`src/rtl/control_sequencer_if.sv`:
```
// Control sequencer bundle: IR/handshake inputs and datapath strobes.
// master = sequencer side, slave = datapath side.
interface control_sequencer_if;
  logic        start;
  logic        mem_ready;
  logic [31:0] IR;

  logic        PCout;
  logic        Zlowout;
  logic        Zhighout;
  logic        MDRout;
  logic        MARin;
  logic        Zin;
  logic        PCin;
  logic        MDRin;
  logic        IRin;
  logic        Yin;
  logic        IncPC;
  logic        Read;
  logic        HIin;
  logic        LOin;

  logic        Gra;
  logic        Grb;
  logic        Grc;
  logic        Rin;
  logic        Rout;

  logic [4:0]  alu_op;
  logic        run;
  logic        illegal;

  modport master (
    input  start, mem_ready, IR,
    output PCout, Zlowout, Zhighout, MDRout,
    output MARin, Zin, PCin, MDRin, IRin, Yin,
    output IncPC, Read, HIin, LOin,
    output Gra, Grb, Grc, Rin, Rout,
    output alu_op, run, illegal
  );

  modport slave (
    output start, mem_ready, IR,
    input  PCout, Zlowout, Zhighout, MDRout,
    input  MARin, Zin, PCin, MDRin, IRin, Yin,
    input  IncPC, Read, HIin, LOin,
    input  Gra, Grb, Grc, Rin, Rout,
    input  alu_op, run, illegal
  );
endinterface

```
`src/rtl/control_sequencer.sv`:
```
// Fetch/execute control sequencer, Moore outputs from state and IR.
// Define MEM_WAIT_EN to stall T1 until mem_ready.
module control_sequencer (
  input logic                 clock,
  input logic                 reset,
  control_sequencer_if.master bus
);

  typedef enum logic [3:0] {
    S_IDLE,
    S_T0,
    S_T1,
    S_T2,
    S_T3,
    S_T4,
    S_T5,
    S_T6,
    S_HALT
  } state_e;

  typedef enum logic [2:0] {
    C_TWO,
    C_UNARY,
    C_MULDIV,
    C_NOP,
    C_HALT,
    C_ILL
  } class_e;

  state_e     state_q;
  state_e     state_d;
  class_e     cls;
  logic [4:0] opc;
  logic       unused_ir;

  assign opc = bus.IR[31:27];

  // Register fields only feed the external select encoder.
`ifdef MEM_WAIT_EN
  assign unused_ir = ^bus.IR[26:0];
`else
  assign unused_ir = ^{bus.IR[26:0], bus.mem_ready};
`endif

  always_comb begin
    cls = C_ILL;
    unique case (opc)
      5'b00011, 5'b00100, 5'b00101,
      5'b00110, 5'b00111, 5'b01000,
      5'b01001, 5'b01010, 5'b01011:
        cls = C_TWO;
      5'b10001, 5'b10010:
        cls = C_UNARY;
      5'b01111, 5'b10000:
        cls = C_MULDIV;
      5'b11010:
        cls = C_NOP;
      5'b11011:
        cls = C_HALT;
      default:
        cls = C_ILL;
    endcase
  end

  always_ff @(posedge clock) begin
    if (reset) begin
      state_q <= S_IDLE;
    end else begin
      state_q <= state_d;
    end
  end

  always_comb begin
    state_d = state_q;
    unique case (state_q)
      S_IDLE: begin
        if (bus.start) state_d = S_T0;
      end
      S_T0: state_d = S_T1;
      S_T1: begin
`ifdef MEM_WAIT_EN
        if (bus.mem_ready) state_d = S_T2;
`else
        state_d = S_T2;
`endif
      end
      S_T2: state_d = S_T3;
      S_T3: begin
        unique case (cls)
          C_TWO:    state_d = S_T4;
          C_UNARY:  state_d = S_T4;
          C_MULDIV: state_d = S_T4;
          C_HALT:   state_d = S_HALT;
          default:  state_d = S_T0;
        endcase
      end
      S_T4: begin
        unique case (cls)
          C_TWO:    state_d = S_T5;
          C_MULDIV: state_d = S_T5;
          default:  state_d = S_T0;
        endcase
      end
      S_T5: begin
        if (cls == C_MULDIV) state_d = S_T6;
        else                 state_d = S_T0;
      end
      S_T6:   state_d = S_T0;
      S_HALT: state_d = S_HALT;
      default: state_d = S_IDLE;
    endcase
  end

  always_comb begin
    bus.PCout    = 1'b0;
    bus.Zlowout  = 1'b0;
    bus.Zhighout = 1'b0;
    bus.MDRout   = 1'b0;
    bus.MARin    = 1'b0;
    bus.Zin      = 1'b0;
    bus.PCin     = 1'b0;
    bus.MDRin    = 1'b0;
    bus.IRin     = 1'b0;
    bus.Yin      = 1'b0;
    bus.IncPC    = 1'b0;
    bus.Read     = 1'b0;
    bus.HIin     = 1'b0;
    bus.LOin     = 1'b0;
    bus.Gra      = 1'b0;
    bus.Grb      = 1'b0;
    bus.Grc      = 1'b0;
    bus.Rin      = 1'b0;
    bus.Rout     = 1'b0;
    bus.alu_op   = 5'b00000;
    bus.illegal  = 1'b0;
    bus.run      = (state_q != S_IDLE) &&
                   (state_q != S_HALT);

    unique case (state_q)
      S_T0: begin
        bus.PCout = 1'b1;
        bus.MARin = 1'b1;
        bus.IncPC = 1'b1;
        bus.Zin   = 1'b1;
      end
      S_T1: begin
        bus.Zlowout = 1'b1;
        bus.PCin    = 1'b1;
        bus.Read    = 1'b1;
        bus.MDRin   = 1'b1;
      end
      S_T2: begin
        bus.MDRout = 1'b1;
        bus.IRin   = 1'b1;
      end
      S_T3: begin
        unique case (cls)
          C_TWO: begin
            bus.Grb  = 1'b1;
            bus.Rout = 1'b1;
            bus.Yin  = 1'b1;
          end
          C_UNARY: begin
            bus.Grb    = 1'b1;
            bus.Rout   = 1'b1;
            bus.Zin    = 1'b1;
            bus.alu_op = opc;
          end
          C_MULDIV: begin
            bus.Gra  = 1'b1;
            bus.Rout = 1'b1;
            bus.Yin  = 1'b1;
          end
          C_ILL:   bus.illegal = 1'b1;
          default: ;
        endcase
      end
      S_T4: begin
        unique case (cls)
          C_TWO: begin
            bus.Grc    = 1'b1;
            bus.Rout   = 1'b1;
            bus.Zin    = 1'b1;
            bus.alu_op = opc;
          end
          C_UNARY: begin
            bus.Zlowout = 1'b1;
            bus.Gra     = 1'b1;
            bus.Rin     = 1'b1;
          end
          C_MULDIV: begin
            bus.Grb    = 1'b1;
            bus.Rout   = 1'b1;
            bus.Zin    = 1'b1;
            bus.alu_op = opc;
          end
          default: ;
        endcase
      end
      S_T5: begin
        unique case (cls)
          C_TWO: begin
            bus.Zlowout = 1'b1;
            bus.Gra     = 1'b1;
            bus.Rin     = 1'b1;
          end
          C_MULDIV: begin
            bus.Zlowout = 1'b1;
            bus.LOin    = 1'b1;
          end
          default: ;
        endcase
      end
      S_T6: begin
        if (cls == C_MULDIV) begin
          bus.Zhighout = 1'b1;
          bus.HIin     = 1'b1;
        end
      end
      default: ;
    endcase
  end

endmodule

```
`src/flat_wrapper.sv`:
```
// flat-port wrapper written by rule: the top's interface ports become plain ports
module control_sequencer_flat 
  (clock, reset, bus_start, bus_mem_ready, bus_IR, bus_PCout, bus_Zlowout, bus_Zhighout, bus_MDRout, bus_MARin, bus_Zin, bus_PCin, bus_MDRin, bus_IRin, bus_Yin, bus_IncPC, bus_Read, bus_HIin, bus_LOin, bus_Gra, bus_Grb, bus_Grc, bus_Rin, bus_Rout, bus_alu_op, bus_run, bus_illegal);
  control_sequencer_if bus_i ();
  input logic clock;
  input logic reset;
  input wire logic [$bits(bus_i.start)-1:0] bus_start;
  input wire logic [$bits(bus_i.mem_ready)-1:0] bus_mem_ready;
  input wire logic [$bits(bus_i.IR)-1:0] bus_IR;
  output wire logic [$bits(bus_i.PCout)-1:0] bus_PCout;
  output wire logic [$bits(bus_i.Zlowout)-1:0] bus_Zlowout;
  output wire logic [$bits(bus_i.Zhighout)-1:0] bus_Zhighout;
  output wire logic [$bits(bus_i.MDRout)-1:0] bus_MDRout;
  output wire logic [$bits(bus_i.MARin)-1:0] bus_MARin;
  output wire logic [$bits(bus_i.Zin)-1:0] bus_Zin;
  output wire logic [$bits(bus_i.PCin)-1:0] bus_PCin;
  output wire logic [$bits(bus_i.MDRin)-1:0] bus_MDRin;
  output wire logic [$bits(bus_i.IRin)-1:0] bus_IRin;
  output wire logic [$bits(bus_i.Yin)-1:0] bus_Yin;
  output wire logic [$bits(bus_i.IncPC)-1:0] bus_IncPC;
  output wire logic [$bits(bus_i.Read)-1:0] bus_Read;
  output wire logic [$bits(bus_i.HIin)-1:0] bus_HIin;
  output wire logic [$bits(bus_i.LOin)-1:0] bus_LOin;
  output wire logic [$bits(bus_i.Gra)-1:0] bus_Gra;
  output wire logic [$bits(bus_i.Grb)-1:0] bus_Grb;
  output wire logic [$bits(bus_i.Grc)-1:0] bus_Grc;
  output wire logic [$bits(bus_i.Rin)-1:0] bus_Rin;
  output wire logic [$bits(bus_i.Rout)-1:0] bus_Rout;
  output wire logic [$bits(bus_i.alu_op)-1:0] bus_alu_op;
  output wire logic [$bits(bus_i.run)-1:0] bus_run;
  output wire logic [$bits(bus_i.illegal)-1:0] bus_illegal;
  assign bus_i.start = bus_start;
  assign bus_i.mem_ready = bus_mem_ready;
  assign bus_i.IR = bus_IR;
  assign bus_PCout = bus_i.PCout;
  assign bus_Zlowout = bus_i.Zlowout;
  assign bus_Zhighout = bus_i.Zhighout;
  assign bus_MDRout = bus_i.MDRout;
  assign bus_MARin = bus_i.MARin;
  assign bus_Zin = bus_i.Zin;
  assign bus_PCin = bus_i.PCin;
  assign bus_MDRin = bus_i.MDRin;
  assign bus_IRin = bus_i.IRin;
  assign bus_Yin = bus_i.Yin;
  assign bus_IncPC = bus_i.IncPC;
  assign bus_Read = bus_i.Read;
  assign bus_HIin = bus_i.HIin;
  assign bus_LOin = bus_i.LOin;
  assign bus_Gra = bus_i.Gra;
  assign bus_Grb = bus_i.Grb;
  assign bus_Grc = bus_i.Grc;
  assign bus_Rin = bus_i.Rin;
  assign bus_Rout = bus_i.Rout;
  assign bus_alu_op = bus_i.alu_op;
  assign bus_run = bus_i.run;
  assign bus_illegal = bus_i.illegal;
  control_sequencer u_core (.clock(clock), .reset(reset), .bus(bus_i));
endmodule
```
`config.mk`:
```
export PLATFORM = sky130hd
export DESIGN_NAME = control_sequencer_flat
export DESIGN_NICKNAME = d
export VERILOG_FILES = /design/src/rtl/control_sequencer_if.sv /design/src/rtl/control_sequencer.sv /design/src/flat_wrapper.sv
export SDC_FILE = /design/constraint.sdc
export NUM_CORES = 1
export LEC_CHECK = 0
export BUFFER_PORTS_ARGS = -buffer_cell sky130_fd_sc_hd__buf_4
export CORE_UTILIZATION = 35
export CTS_BUF_LIST = sky130_fd_sc_hd__clkbuf_2
export DETAILED_ROUTE_END_ITERATION = 10
export PLACE_DENSITY = 0.79
export SLEW_MARGIN = 25
export SYNTH_ARGS = -nofsm -noshare
export SYNTH_HDL_FRONTEND = slang
export SYNTH_SLANG_ARGS = --single-unit
```
`constraint.sdc`:
```
create_clock -name clock -period 3 [get_ports clock]
set_clock_uncertainty 0.15 [all_clocks]
set_input_delay 0.9 -clock clock [delete_from_list [all_inputs] [get_ports clock]]
set_output_delay 0.9 -clock clock [all_outputs]
set_load 0.01 [all_outputs]
```
; After elaboration in Yosys (flattened, before gate mapping)
; Memories as Yosys holds them, arrays and structs flattened.
; Index checks and enable logic that the tools add are counted.
[word_totals]
output_inout_bits = 26
inputBits = 36
mem_bits_ro = 96
reg_bits = 4
mem_count = 1
elab_cells = 52
[classes]
muxes = 29
eq_ne = 14
reduce_logical = 7
[mem_list]
columns = memory, depth, word_bits, rd, rd_ports_with_merged_regs, write_ports, line
row1 = (no name shown), 32, 3, 1, 0, 0, control_sequencer.sv:47  ; unique case (opc)
[ops]
columns = cell, count
row1 = one-hot mux 4 bit (9 select lines), 1
row2 = equality test 4 x 3 -> 1 bit (second input constant), 4
row3 = 2-to-1 mux 1 bit, 15
row4 = 2-to-1 mux 5 bit, 2
row5 = one-hot mux 5 bit (2 select lines), 1
row6 = one-hot mux 1 bit (3 select lines), 3
row7 = equality test 4 x 2 -> 1 bit (second input constant), 2
row8 = one-hot mux 4 bit (2 select lines), 1
row9 = equality test 3 bit (second input constant), 2
row10 = 2-to-1 mux 3 bit, 2
row11 = one-hot mux 1 bit (2 select lines), 3
row12 = equality test 4 x 1 -> 1 bit (second input constant), 1
row13 = equality test 4 bit (second input constant), 1
row14 = zero test 4 bit, 1
row15 = 2-to-1 mux 4 bit, 1
row16 = != test 4 bit (second input constant), 1
row17 = nonzero test 4 bit, 1
row18 = OR reduction 2 bit, 2
row19 = equality test 3 x 1 -> 1 bit (second input constant), 1
row20 = equality test 3 x 2 -> 1 bit (second input constant), 1
row21 = zero test 3 bit, 1
row22 = OR reduction 3 bit, 1
row23 = != test 2 bit (second input constant), 1
row24 = logical AND 1 bit, 1

; Logic depth before layout (Yosys ltp)
; An unclocked memory read counts as a cell.
[depth]
depth_word = 5
mapped_depth = 6
ltp_nobuf = 4

; Worst setup path after synthesis
; No wires, ideal clock.
[synth_timing]
path_kind = input to output
from = input port bus_IR[30]
to = output port bus_Zin
path_buffers = 1
stages = 4
arrival_ps = 2276
path_slack_ps = -326
required_time_ps = 1950
cell_sequence = buf_2 or3b_1 or4_1 a211oi_1
[synth_between]
elab_chain_cells = 5
elab_cells_between_ends = 8
cone_classes = 2 x eq/ne / 3 x mux / 2 x reduce/logical / 1 x memory
[synth_rtl]
columns = element, line
row1 = from (decl), flat_wrapper.sv:9  ; input wire logic [$bits(bus_i.IR)-1:0] bus_IR;
row2 = memory read (32 x 3 bit) (*), -
row3 = equality test 3 x 2 -> 1 bit / zero test 3 bit (equally long branches), control_sequencer.sv:179  ; unique case (cls)
row4 = OR reduction 2 bit (no line), -
row5 = 2-to-1 mux 1 bit, control_sequencer.sv:179
row6 = one-hot mux 1 bit (3 select lines) (*), control_sequencer.sv:139  ; unique case (state_q)
row7 = to (decl), flat_wrapper.sv:15  ; output wire logic [$bits(bus_i.Zin)-1:0] bus_Zin;
; Mark *: on every way between the ends. The rest lies on a longest branch, timed or not.

; Final worst setup path
[layout_timing]
from = input port bus_IR[28]
to = output port bus_Grb
[layout_between]
elab_chain_cells = 5
elab_cells_between_ends = 8
cone_classes = 2 x eq/ne / 3 x mux / 2 x reduce/logical / 1 x memory
[layout_rtl]
columns = element, line
row1 = memory read (32 x 3 bit) (*), -
row2 = equality test 3 x 1 -> 1 bit / zero test 3 bit (equally long branches), control_sequencer.sv:157  ; unique case (cls)
row3 = OR reduction 2 bit (no line), -
row4 = 2-to-1 mux 1 bit, control_sequencer.sv:157
row5 = one-hot mux 1 bit (2 select lines) (*), control_sequencer.sv:139
row6 = to (decl), flat_wrapper.sv:25  ; output wire logic [$bits(bus_i.Grb)-1:0] bus_Grb;
; Marks and branches as above.

==> results.cfg <==
[setup_path]
reg2regPathDepth = 6
worstPathBufferInverterCount = 3
critPathLaunchType = primary input
worst_ep_required_time_ps = 1950
setup.worst_path.end_class = primary output
critical_path_cell_list = buf_6 -> or4b_4 -> a21oi_4 -> buf_12 -> nor2_4 -> o31ai_4 -> buf_4
crit-reg2reg-capture = u_core.state_q[2]$_SDFFE_PP0P_
critPathMaxFanout = 5
worst_path_largest_cell_delay_ps = 550
timing.setup.critical_path_class = in2out
timing.reg2reg.setup_slack_ps = 1220
worst_setup_path_startpoint = bus_IR[28]
crit_cells = 7
regToRegStartpoint = u_core.state_q[1]$_SDFFE_PP0P_
worst_path_dominant_cell_family = simple AND/OR/NAND/NOR gates
timing.critical_path.arrival_ps = 2300
crit_path_top_delay_cell = sky130_fd_sc_hd__or4b_4

[power]
powerDensity_nw_per_um2 = 235
p_total_uw = 292
vdd_ir_max_uv = 258
power.leakage_uw = 0.000523

[timing]
post-route-min-period_ps = 3350
final_count_of_hold_timing_violations = 0
layout_worst_path_cycle_share = 1.12
relSlewSlack = 0.734
finalSetupViolCount = 17
fin_tns_setup_ps = -3950
final.hold.worst_slack_ps = 460
worstMarginPinSlew_ps = 398
fmaxAchievable_mhz = 298
report.final.slew_viol_count = 0
rsz0062_at_grt = true
setup_slack_ps = -354

[clock_network]
clock_sink_count = 4
clk_pin_slew_worst_paths_ps = 40
clockRootBuffer = sky130_fd_sc_hd__clkbuf_2
clock_tree_from_tritoncts = built
clock_insertion_delay_worst_skew_ps = 210
cts.path.max_buffers = 2
ctsHoldBuffers = 0
tritoncts.num_buffers = 3
clock_tree.htree_level_count = 1

[logic_synthesis]
distinct_cell_type_count_of_the_synthesized_netlist = 43
synth_area_um2 = 696
postSynth.asyncResetShare = 0
postSynthNetCount = 135
synth_enable_flop_cells = 0
post_synth.cell_area_avg_um2 = 7.03
synth-seq-area-share = 0.115
synth.ff_latch_count = 4
synthesis.instances = 99
ys.warnings.count = 0
dominant_synthesized_flop_cell = sky130_fd_sc_hd__dfxtp_1

[worst_hold_path]
timing.hold.worst_endpoint = u_core.state_q[1]$_SDFFE_PP0P_
timing.hold.worst.start = u_core.state_q[2]$_SDFFE_PP0P_
min_path_cells = 2
worst_hold_path_type = reg2reg

[global_route]
grt_use_total = 0.215
grt_pass1_wl_mm = 3.34
grt_pass1_vias = 800
grt_remaining_overflow = 0
antenna_violations_before_repair = 0
grt_max_degree = 14

[placed_design]
port_buffers = 33
placement.setup.worst_slack_ps = -353
postPlaceCellArea_um2 = 1140
routabilityCongestion = 0.848
hpwlAfterDp_mm = 1.70

[finish]
footprint_of_the_multi_input_gates_um2 = 621
final_area_um2 = 1240
reg_top3 = u_core.state_q (4)
combined_flip_flop_and_latch_cell_area_um2 = 80.1
syn2layout_area_growth_pct = 78.8
flip_flop_count_of_the_largest_register_all_copies_and_words_added = 4
num-fill-cells = 150
top_register = u_core.state_q
post_route_cells_drive_above_1_share = 0.578
layout.nets = 185
diode_count = 0

[drt]
initialDrtViolationCount = 16
routed_via_density = 5.28
route.vias.total = 908
postRouteWirelength_mm = 2.21
drt_drc_violations_left = 0
drt-wirelength-per-cell_um = 12.8
detail_route.first_pass.iterations = 4
drtAntennaViolNets = 0

[die]
coreArea_um2 = 1800
die_y_um = 46.6
design.portCount = 62
starting_density_of_the_core = 0.386
fp.dieArea_um2 = 2170
number_of_core_rows = 15
chip_width_um = 46.6

[run]
max_cap_viol_count = 0

[status]
violations_in_the_final_reports = negative setup slack
status = finished with violations
==> through the flow <==
step / utilization / instances
final: 0.690 / 172
after global routing: 0.690 / 172
after CTS: 0.669 / 171
after detailed placement: 0.632 / 167
after global placement: 0.632 / 167
after floorplan: - / 99
==> synthesized netlist by cell type (2+ instances only) <==
cell type / n / area [µm²]
sky130_fd_sc_hd__buf_2: 2 / 10.0
sky130_fd_sc_hd__nand2_1: 10 / 37.5
sky130_fd_sc_hd__nor4_1: 3 / 18.8
sky130_fd_sc_hd__dfxtp_1: 4 / 80.1
sky130_fd_sc_hd__or3_1: 4 / 25.0
sky130_fd_sc_hd__o31a_1: 2 / 17.5
sky130_fd_sc_hd__a211oi_1: 2 / 15.0
sky130_fd_sc_hd__or4_1: 3 / 22.5
sky130_fd_sc_hd__clkbuf_1: 3 / 11.3
sky130_fd_sc_hd__buf_4: 7 / 52.6
sky130_fd_sc_hd__nor2b_1: 2 / 12.5
sky130_fd_sc_hd__xnor2_1: 3 / 26.3
sky130_fd_sc_hd__nand3_1: 2 / 10.0
sky130_fd_sc_hd__a21oi_1: 5 / 25.0
sky130_fd_sc_hd__or2_1: 2 / 12.5
sky130_fd_sc_hd__nor3_1: 8 / 40.0
sky130_fd_sc_hd__nand2b_1: 3 / 18.8
sky130_fd_sc_hd__mux2i_1: 2 / 20.0
sky130_fd_sc_hd__inv_1: 4 / 15.0
sky130_fd_sc_hd__nor2_1: 4 / 15.0
sky130_fd_sc_hd__o31ai_1: 2 / 15.0
==> routing by layer <==
layer	share of wire	wire, µm	vias to the layer above	track usage
met1	0.41	907	406	0.247
met2	0.53	1170	33	0.394
li1	-	-	465	-
met3	0.048	105	4	0.0588
met5	0	0	-	0
met4	0.013	28	0	0.0353
==> final cells by class <==
cell class	instances	area share
Multi-Input combinational cell	77	0.499
Timing Repair Buffer	58	0.384
Sequential cell	4	0.0644
Tap cell	25	0.0252
Inverter	5	0.0151
Clock buffer	3	0.0121
==> cells in the final DEF, fill, tap and decap left out, types with 2 or more instances in the layout <==
master and instances:
sky130_fd_sc_hd__a21oi_2 3, sky130_fd_sc_hd__nand2b_1 2, sky130_fd_sc_hd__inv_1 4, sky130_fd_sc_hd__nand3_1 2, sky130_fd_sc_hd__or3_1 4, sky130_fd_sc_hd__nor2_1 2, sky130_fd_sc_hd__clkbuf_2 3, sky130_fd_sc_hd__nand2_1 10
sky130_fd_sc_hd__nor3_2 2, sky130_fd_sc_hd__xnor2_1 3, sky130_fd_sc_hd__buf_6 8, sky130_fd_sc_hd__a211oi_2 2, sky130_fd_sc_hd__mux2i_1 2, sky130_fd_sc_hd__a21oi_1 3, sky130_fd_sc_hd__o31a_1 2, sky130_fd_sc_hd__nor2b_1 2
sky130_fd_sc_hd__or4_4 2, sky130_fd_sc_hd__buf_4 49, sky130_fd_sc_hd__dfxtp_1 4, sky130_fd_sc_hd__nor3_1 5, sky130_fd_sc_hd__nor4_1 3
==> worst max path at each step <==
stage / slack (ps) / end
final: -350 / bus_Grb
after global routing: -400 / bus_Gra
after CTS: -340 / bus_Zin
after detailed placement: -350 / bus_Gra
after global placement: -340 / bus_Zin
after floorplan: -240 / bus_Zin
==> report_power, final <==
| part | internal [µW] | switching, µW |
|---|---|---|
| combinational | 88.7 | 89.8 |
| sequential | 57.7 | 7.47 |
| clock | 26.8 | 21.6 |
| total | 173 | 119 |
==> worst min-delay path: stages, from the launching register on <==
cell and delay, ps:
sky130_fd_sc_hd__dfxtp_1 330, sky130_fd_sc_hd__buf_4 160, sky130_fd_sc_hd__a221oi_2 60
==> cells by family (layout without fill, tap and decap cells) <==
logic type,count (synthesis),after routing,synth area share
mux,2,2,0.0288
compound gates,26,26,0.299
flops,4,4,0.115
buf+inv,18,66,0.149
simple gates,46,46,0.371
xor+xnor,3,3,0.0378
==> repair_timing <==
action,in CTS,in global routing
endpoints found under the hold margin,0,0
endpoints found under the setup margin,16,17
gates cloned,0,0
gates resized for setup,9,8
buffers inserted,2,1
pin swaps,6,12
Power figures use the tool's default switching activity.
